===== config.mk =====
export PLATFORM = sky130hd
export DESIGN_NAME = filter_window_ctrl
export DESIGN_NICKNAME = d
export VERILOG_FILES = /design/src/rtl/filter_window_ctrl.sv
export SDC_FILE = /design/constraint.sdc
export NUM_CORES = 1
export LEC_CHECK = 0
export BUFFER_PORTS_ARGS = -buffer_cell sky130_fd_sc_hd__buf_2
export CAP_MARGIN = 5
export CORE_ASPECT_RATIO = 1.2
export CORE_MARGIN = 5
export CORE_UTILIZATION = 62
export DETAILED_ROUTE_END_ITERATION = 6
export MAX_ROUTING_LAYER = met4
export PLACE_DENSITY_LB_ADDON = 0.3
export SYNTH_ARGS = -nofsm -noshare
export SYNTH_HDL_FRONTEND = slang
export SYNTH_SLANG_ARGS = --single-unit

===== constraint.sdc =====
create_clock -name pclk -period 3.4 [get_ports pclk]
set_input_delay 0.51 -clock pclk [delete_from_list [all_inputs] [get_ports pclk]]
set_output_delay 0.51 -clock pclk [all_outputs]
set_load 0.01 [all_outputs]

===== src/rtl/filter_window_ctrl.sv =====
// filter_window_ctrl: camera pixel stream -> 3x3 line-buffer write coordinates, window-valid
// alignment and end-of-frame flush. Define FILTER_WINCTRL_STATS_EN to add frame_cnt/err_cnt outputs.
//
// state  | meaning
// IDLE   | waiting for vsync_in with enable=1
// ACTIVE | writing camera pixels, tracking x/y
// FLUSH  | emitting ROW_OFS synthetic lines so the last rows reach the window centre
module filter_window_ctrl #(
    parameter int H_ACT   = 640,
    parameter int V_ACT   = 480,
    parameter int PIX_W   = 12,
    parameter int ROW_OFS = 2,
    parameter int LAT     = 1
) (
    input  logic             pclk,
    input  logic             reset_n,
    input  logic             enable,
    input  logic             vsync_in,
    input  logic             de_in,
    input  logic [PIX_W-1:0] data_in,
    output logic [9:0]       lb_x,
    output logic [9:0]       lb_y,
    output logic [PIX_W-1:0] lb_data,
    output logic             win_valid,
    output logic [9:0]       win_x,
    output logic [9:0]       win_y,
    output logic             frame_done,
    output logic             err_line,
    output logic             err_frame,
`ifdef FILTER_WINCTRL_STATS_EN
    output logic [15:0]      frame_cnt,
    output logic [15:0]      err_cnt,
`endif
    output logic [1:0]       state_o
);

    localparam logic [9:0] C_HACT   = 10'(H_ACT);
    localparam logic [9:0] C_HLAST  = 10'(H_ACT - 1);
    localparam logic [9:0] C_VACT   = 10'(V_ACT);
    localparam logic [9:0] C_VLAST  = 10'(V_ACT - 1);
    localparam logic [9:0] C_ROWOFS = 10'(ROW_OFS);
    localparam logic [9:0] C_FYBASE = 10'(V_ACT - ROW_OFS);
    localparam logic [9:0] C_FYLAST = 10'(ROW_OFS - 1);

    typedef enum logic [1:0] {
        S_IDLE   = 2'd0,
        S_ACTIVE = 2'd1,
        S_FLUSH  = 2'd2
    } state_t;

    state_t           r_state, w_state_nx;
    logic [9:0]       r_x, r_y, r_fx, r_fy;
    logic [9:0]       w_x_nx, w_y_nx, w_fx_nx, w_fy_nx;
    logic             r_de_d;
    logic             r_err_line, r_err_frame, w_err_line_nx, w_err_frame_nx;
    logic [9:0]       r_lb_x, r_lb_y, w_lb_x_nx, w_lb_y_nx;
    logic [PIX_W-1:0] r_lb_data, w_lb_data_nx;
    logic             r_s0_v, r_s0_last, w_s0_v_nx, w_s0_last_nx;
    logic [9:0]       r_s0_x, r_s0_y, w_s0_x_nx, w_s0_y_nx;
    logic             r_pv    [LAT];
    logic             r_plast [LAT];
    logic [9:0]       r_px    [LAT];
    logic [9:0]       r_py    [LAT];
    logic             r_frame_done;
    logic             w_restart, w_line_end;

    assign w_restart  = vsync_in && ((r_state != S_IDLE) || enable);
    assign w_line_end = r_de_d && !de_in;

    always_ff @(posedge pclk or negedge reset_n) begin
        if (!reset_n) r_state <= S_IDLE;
        else          r_state <= w_state_nx;
    end

    always_comb begin
        w_state_nx     = r_state;
        w_x_nx         = r_x;
        w_y_nx         = r_y;
        w_fx_nx        = r_fx;
        w_fy_nx        = r_fy;
        w_err_line_nx  = r_err_line;
        w_err_frame_nx = r_err_frame;
        w_lb_x_nx      = C_HACT;
        w_lb_y_nx      = r_lb_y;
        w_lb_data_nx   = r_lb_data;
        w_s0_v_nx      = 1'b0;
        w_s0_last_nx   = 1'b0;
        w_s0_x_nx      = r_s0_x;
        w_s0_y_nx      = r_s0_y;

        if (w_restart) begin
            // vsync wins over everything; a coincident pixel becomes (0,0) of the new frame
            w_state_nx = S_ACTIVE;
            w_x_nx     = '0;
            w_y_nx     = '0;
            w_fx_nx    = '0;
            w_fy_nx    = '0;
            if (r_state == S_IDLE) begin
                w_err_line_nx  = 1'b0;
                w_err_frame_nx = 1'b0;
            end else begin
                w_err_frame_nx = 1'b1;
            end
            if (de_in) begin
                w_lb_x_nx    = '0;
                w_lb_y_nx    = '0;
                w_lb_data_nx = data_in;
                w_x_nx       = 10'd1;
                w_s0_v_nx    = (C_ROWOFS == 10'd0);
                w_s0_x_nx    = '0;
                w_s0_y_nx    = '0;
            end
        end else begin
            case (r_state)
                S_ACTIVE: begin
                    if (de_in) begin
                        if (r_x < C_HACT && r_y < C_VACT) begin
                            w_lb_x_nx    = r_x;
                            w_lb_y_nx    = r_y;
                            w_lb_data_nx = data_in;
                            w_x_nx       = r_x + 10'd1;
                            w_s0_v_nx    = (r_y >= C_ROWOFS);
                            w_s0_x_nx    = r_x;
                            w_s0_y_nx    = r_y - C_ROWOFS;
                        end else begin
                            w_err_line_nx = 1'b1;
                        end
                    end else if (w_line_end) begin
                        if (r_x != C_HACT) w_err_line_nx = 1'b1;
                        w_x_nx = '0;
                        if (r_y < C_VACT) w_y_nx = r_y + 10'd1;
                        if (r_y >= C_VLAST) begin
                            w_state_nx = S_FLUSH;
                            w_fx_nx    = '0;
                            w_fy_nx    = '0;
                        end
                    end
                end
                S_FLUSH: begin
                    w_lb_x_nx    = r_fx;
                    w_lb_y_nx    = C_VLAST;
                    w_lb_data_nx = '0;
                    w_s0_v_nx    = 1'b1;
                    w_s0_x_nx    = r_fx;
                    w_s0_y_nx    = C_FYBASE + r_fy;
                    if (r_fx == C_HLAST) begin
                        w_fx_nx = '0;
                        if (r_fy == C_FYLAST) begin
                            w_s0_last_nx = 1'b1;
                            w_state_nx   = S_IDLE;
                            w_fy_nx      = '0;
                        end else begin
                            w_fy_nx = r_fy + 10'd1;
                        end
                    end else begin
                        w_fx_nx = r_fx + 10'd1;
                    end
                end
                default: ;
            endcase
        end
    end

    // stage0 is aligned with lb_*; the LAT-deep shift register follows it
    always_ff @(posedge pclk or negedge reset_n) begin
        if (!reset_n) begin
            r_x          <= '0;
            r_y          <= '0;
            r_fx         <= '0;
            r_fy         <= '0;
            r_de_d       <= 1'b0;
            r_err_line   <= 1'b0;
            r_err_frame  <= 1'b0;
            r_lb_x       <= C_HACT;
            r_lb_y       <= '0;
            r_lb_data    <= '0;
            r_s0_v       <= 1'b0;
            r_s0_last    <= 1'b0;
            r_s0_x       <= '0;
            r_s0_y       <= '0;
            r_frame_done <= 1'b0;
            for (int i = 0; i < LAT; i++) begin
                r_pv[i]    <= 1'b0;
                r_plast[i] <= 1'b0;
                r_px[i]    <= '0;
                r_py[i]    <= '0;
            end
        end else begin
            r_x          <= w_x_nx;
            r_y          <= w_y_nx;
            r_fx         <= w_fx_nx;
            r_fy         <= w_fy_nx;
            r_de_d       <= de_in;
            r_err_line   <= w_err_line_nx;
            r_err_frame  <= w_err_frame_nx;
            r_lb_x       <= w_lb_x_nx;
            r_lb_y       <= w_lb_y_nx;
            r_lb_data    <= w_lb_data_nx;
            r_s0_v       <= w_s0_v_nx;
            r_s0_last    <= w_s0_last_nx;
            r_s0_x       <= w_s0_x_nx;
            r_s0_y       <= w_s0_y_nx;
            r_pv[0]      <= r_s0_v;
            r_plast[0]   <= r_s0_last;
            r_px[0]      <= r_s0_x;
            r_py[0]      <= r_s0_y;
            for (int i = 1; i < LAT; i++) begin
                r_pv[i]    <= r_pv[i-1];
                r_plast[i] <= r_plast[i-1];
                r_px[i]    <= r_px[i-1];
                r_py[i]    <= r_py[i-1];
            end
            r_frame_done <= r_plast[LAT-1];
        end
    end

`ifdef FILTER_WINCTRL_STATS_EN
    logic [15:0] r_frame_cnt, r_err_cnt;
    logic        w_err_set;

    assign w_err_set = (w_err_line_nx && !r_err_line) || (w_err_frame_nx && !r_err_frame);

    always_ff @(posedge pclk or negedge reset_n) begin
        if (!reset_n) begin
            r_frame_cnt <= '0;
            r_err_cnt   <= '0;
        end else begin
            if (r_frame_done && r_frame_cnt != 16'hFFFF) r_frame_cnt <= r_frame_cnt + 16'd1;
            if (w_err_set && r_err_cnt != 16'hFFFF)      r_err_cnt   <= r_err_cnt + 16'd1;
        end
    end

    assign frame_cnt = r_frame_cnt;
    assign err_cnt   = r_err_cnt;
`endif

    assign lb_x       = r_lb_x;
    assign lb_y       = r_lb_y;
    assign lb_data    = r_lb_data;
    assign win_valid  = r_pv[LAT-1];
    assign win_x      = r_px[LAT-1];
    assign win_y      = r_py[LAT-1];
    assign frame_done = r_frame_done;
    assign err_line   = r_err_line;
    assign err_frame  = r_err_frame;
    assign state_o    = r_state;

endmodule

Word level (Yosys, flattened, before mapping) --
Cells that the tools add are included.
Storage, ports and cells: bits of input ports 17, output and inout port bits 58, logic and storage cells 134, register bits 122
Cells by class: equality and inequality tests 17, reductions and logical operators 20, $add $sub $neg 6, mux-type cells 67, order comparisons 4
Operators by type and width (number):
- $mux 10 | 32
- $pmux 10 s2 | 6
- $mux 12 | 4
- $add 10x1->10 const B | 4
- $pmux 12 s2 | 1
- $ne 3x3->1 const B | 7
- $mux 1 | 16
- $mux 2 | 6
- $reduce_and 4->1 | 3
- $add 9x10->10 const A | 1
- $eq 10x1->1 const B | 1
- $eq 10x10->1 const B | 1
- $ge 10x2->1 const B | 1
- $ge 10x9->1 const B | 1
- $lt 10x10->1 const B | 1
- $lt 10x9->1 const B | 1
- $ne 10x10->1 const B | 1
- $reduce_and 5->1 | 2
- $sub 10x2->10 const B | 1
- $reduce_bool 3->1 | 3
- $reduce_bool 2->1 | 4
- $reduce_and 6->1 | 1
- $ne 2x1->1 const B | 2
- $ne 2x2->1 const B | 2
- other kinds (10) | 12

Depth between registers and ports, before layout --
depth after elaboration 6, gate-level depth with buffers 9, gate-level depth less buffers 7

Worst setup path after synthesis --
OpenSTA, ideal clock, no wires.
path type reg2reg, start register r_state[0] (netlist: state_o[0]), end register r_fy[8], required time 3.296 ns, arrival time 2.114 ns, slack 1.183 ns, path buffers 1, clock period less this slack 2.217 ns, stages on the path, launching flop included 9, library setup time 0.104 ns, path through dfrtp_1 inv_1 ha_1 nor2b_1 nand2b_1 o211a_1 or4_1 buf_2 o41ai_2
On the way: cells in the longest elaborated chain, start to end 5, elaborated cells on any way between the ends 13, classes of those cells eq/ne: 6; mux: 2; reduce/logical: 5
Ends and longest elaborated chain:
- start, declared | RTL line 51 | state_t r_state, w_state_nx;
- start signal, assigned | RTL line 72 | else r_state <= w_state_nx;
- $reduce_bool 2->1 | RTL line 67 | assign w_restart = vsync_in && ((r_state != S_IDLE) || enable);
- $logic_or 1x1->1 | RTL line 67
- $logic_and 1x1->1 | RTL line 67
- $ne 3x3->1 (no line) or $reduce_bool 3->1 (tied branches)
- $reduce_and 5->1 (no line)
- end signal, assigned | RTL line 192 | r_fy <= w_fy_nx;
- end, declared | RTL line 52 | logic [9:0] r_x, r_y, r_fx, r_fy;
Several ways; a longest one is shown, not always the timed one. A chain may end at the register's enable or synchronous reset.

Final worst setup path --
Ends and elaborated chain as after synthesis.

==> results by group <==
Clocking
  – Post-CTS Repair Setup Buffers: 0
  – CTS Hold Bufs: 0
  – Htree depth: 4
  – Num CTS Buffers: 17
  – CTS sink cnt: 122
  – Clock Pin Slew Worst Setup and Hold Paths: 60 ps
  – Post-CTS sizing: 0
  – CTS tree: yes
  – Max clock buf depth: 2
  – Clock latency on the worst-skew pair: 530 ps
  – Root Buffer: clkbuf_8

Logic synthesis
  – Post-synth EDFFs: 0
  – Top_reg_cell synth: dfrtp_1
  – Synth top area cells: dfrtp_1 (52%), nand2_1 (5.9%), o21ai_0 (5.7%), o31ai_1 (3.9%), ha_1 (3.0%)
  – Cell Area, Synth: 5751 µm²
  – Synthesis Warnings: 0
  – Yosys cell types: 58
  – Yosys top cell area share: 52.22%
  – Avg Synthesized Cell Area: 9.796 µm²
  – Post-synth top area cell: dfrtp_1
  – Syn Nets: 618
  – Register area share after synthesis: 53.13%
  – Async set or reset register ratio after synthesis: 100.0%
  – Cell count after synthesis: 587
  – Yosys reg bits: 122

GRT
  – First-pass GRT wire length: 23870 µm
  – Largest net degree at the start of global routing: 69
  – Vias in the first global route: 4756
  – Initial antenna violation count: 0
  – GRT Overall Usage: 27.29%
  – GRT overflow: 0

Worst setup path
  – Crit-path max FO: 48
  – R2r setup slk: 640 ps
  – WP data arrival: 3170 ps
  – Worst Setup Path Type: register to register
  – Critical Path RT: 3810 ps
  – Setup crit end kind: register
  – Crit start category: register

Power and ir drop
  – VDD IR max: 0.5845 mV
  – Clock share of power: 36.3%
  – Switching share of total power: 32.89%
  – Combinational Power Share: 24.8%
  – P_int: 0.003293 W
  – Lkg Pwr: 3.175 nW
  – Pwr Density: 721.2 nW/µm²
  – Flop pwr share: 38.9%
  – NetSw: 0.001614 W

Final layout
  – Nets@finish: 679
  – Share of layout cells above drive strength 1: 20.57%
  – FILL cells: 627
  – Post-route cell area: 6805 µm²
  – Post-route core utilization: 75.33%
  – Synthesis-to-finish area growth: 18.34%
  – Diode count: 0
  – Post-route insts no fill: 781

Route
  – Final WL: 14460 µm
  – Via count: 4762
  – Antenna viol nets, final: 0
  – # DRC: 0
  – Wire per inst: 18.51 µm
  – Via density: 6.097
  – DR pass1 iterations: 7
  – Iter 0 DRT Violations: 426

Floorplan
  – Die ar.: 11310 µm²
  – Die W: 97.92 µm
  – Die H: 115.5 µm
  – Row cnt: 38
  – Core area: 9034 µm²
  – Initial core utilization: 63.66%
  – I/O pins: 75

STA
  – WHS: 89.25 ps
  – Post-route setup TNS: 0 ps
  – Worst clock skew: 6.261 ps
  – Period minus WS final: 2765 ps
  – Final Max Tran Viols: 0
  – RSZ-0062 raised after global routing: no
  – Least-Margin Pin Slew: 868.1 ps
  – Ratio of final minimum period to clock period: 81.32%
  – Highest Clock Rate: 361.7 MHz
  – Slew HR: 42.13%
  – Final Hold Viols: 0
  – Final setup fails: 0

Placed design
  – Post-DP HPWL: 9224 µm
  – DP Cell Count: 749
  – Port bufs: 74
  – Final Wtd Congestion: 0.9078
  – Dpl cell area: 6216 µm²

Run status
  – Status: finished, final reports clean

Hold path
  – Hold WC Path Type: input pin to async pin

Job
  – Max-Cap Viols: 0
## layout by cell type, fill, tap and decap left out, types with 3 or more instances in the layout
| cell type | count |
|---|---|
| a21oi_1 | 12 |
| a22oi_1 | 8 |
| a41oi_1 | 3 |
| and3_1 | 3 |
| and4_1 | 3 |
| buf_2 | 73 |
| buf_4 | 16 |
| bufinv_16 | 3 |
| clkbuf_16 | 16 |
| clkinv_2 | 4 |
| clkinvlp_4 | 4 |
| dfrtp_1 | 120 |
| ha_1 | 14 |
| inv_1 | 12 |
| mux2i_1 | 12 |
| nand2_1 | 90 |
| nand2b_1 | 10 |
| nand3_1 | 18 |
| nor2_1 | 37 |
| nor2b_1 | 3 |
| nor3_1 | 18 |
| nor3b_1 | 4 |
| nor4_1 | 5 |
| o211ai_1 | 3 |
| o21ai_0 | 65 |
| o31ai_1 | 30 |
| o41ai_1 | 4 |
| or3_1 | 3 |
| xnor2_1 | 13 |
| xor2_1 | 6 |
## power by group through the flow
stage	clock (W)	sequential (W)	combinational, W
final	0.00178	0.00191	0.00122
after global routing	0.00187	0.00195	0.00134
after CTS	0.00179	0.00191	0.00122
after detailed placement	0	0.00193	0.00119
after global placement	0	0.00190	0.00115
after floorplan	0	0.00200	0.000619
## state kept, by name, indices dropped and copies added (netlist names), 10 cells and up
register  count
lb_data      12
lb_x         10
lb_y         10
r_fx         10
r_fy         10
r_s0_x       10
r_s0_y       10
r_x          10
r_y          10
win_x        10
win_y        10
## path summary, 6_finish.rpt
| path | from | endpoint | cells past startpoint |
|---|---|---|---|
| min reg2reg | r_s0_v | win_valid | 0 |
| max in group asynchronous | reset_n | r_s0_last | 2 |
| max | state_o[0] | r_fy[8] | 7 |
| max reg2reg | state_o[0] | r_fy[8] | 7 |
| min | reset_n | r_x[1] | 1 |
| min in group pclk | de_in | r_de_d | 1 |
## stage by stage
stage          worst slack (ps)  power (W)
6_report                  635.1   0.004908
5_1_grt                   459.3   0.005149
4_1_cts                   712.7   0.004919
3_5_place_dp              750.5   0.003115
3_3_place_gp              877.2   0.003052
2_1_floorplan              1183   0.002617
## cells by family (layout without fill, tap and decap cells)
family	after synthesis	in the layout	synth area share (%)
buffers and inverters	60	134	4.330
xor gates and xnor gates	19	19	2.894
and+or+nand+nor	210	210	17.47
adders and majority gates	14	14	3.046
AOI/OAI and AO/OA	150	150	17.04
DFF	122	122	53.13
muxes	12	12	2.089
## worst max-delay path, stage by stage (launching register included)
cell and delay (ps):
dfrtp_1 400, inv_1 100, ha_1 200, buf_4 480, nand2b_1 150, o211a_1 160, or4_1 690, o41ai_2 430
## area by class of cell
type / instances / area, µm² / area share (%)
repair buffers: 90 / 505.5 / 7.428
clock buffers: 17 / 414.1 / 6.086
clock inverters: 15 / 175.2 / 2.574
flip-flops and latches: 122 / 3055 / 44.90
inverters: 12 / 45.04 / 0.6619
multi-input cells: 405 / 2460 / 36.15
well taps: 120 / 150.1 / 2.206
## metal layers
layer,vias to the layer above,track usage (%),wire [µm]
li1,2189,-,-
met1,2325,32.12,5595
met2,216,46.05,7504
met3,32,6.442,1040
met4,0,10.06,314
met5,-,-,0
## cells in the mapped netlist (4+ instances only)
cell type,count
dfrtp_1,120
nand2_1,90
o21ai_0,65
nor2_1,38
clkbuf_1,34
o31ai_1,30
nand3_1,18
nor3_1,18
ha_1,14
xnor2_1,13
a21oi_1,12
inv_1,12
mux2i_1,12
nand2b_1,10
buf_2,9
a22oi_1,8
xor2_1,6
nor4_1,5
nor3b_1,4
o41ai_1,4
Power figures use the tool's default switching activity.
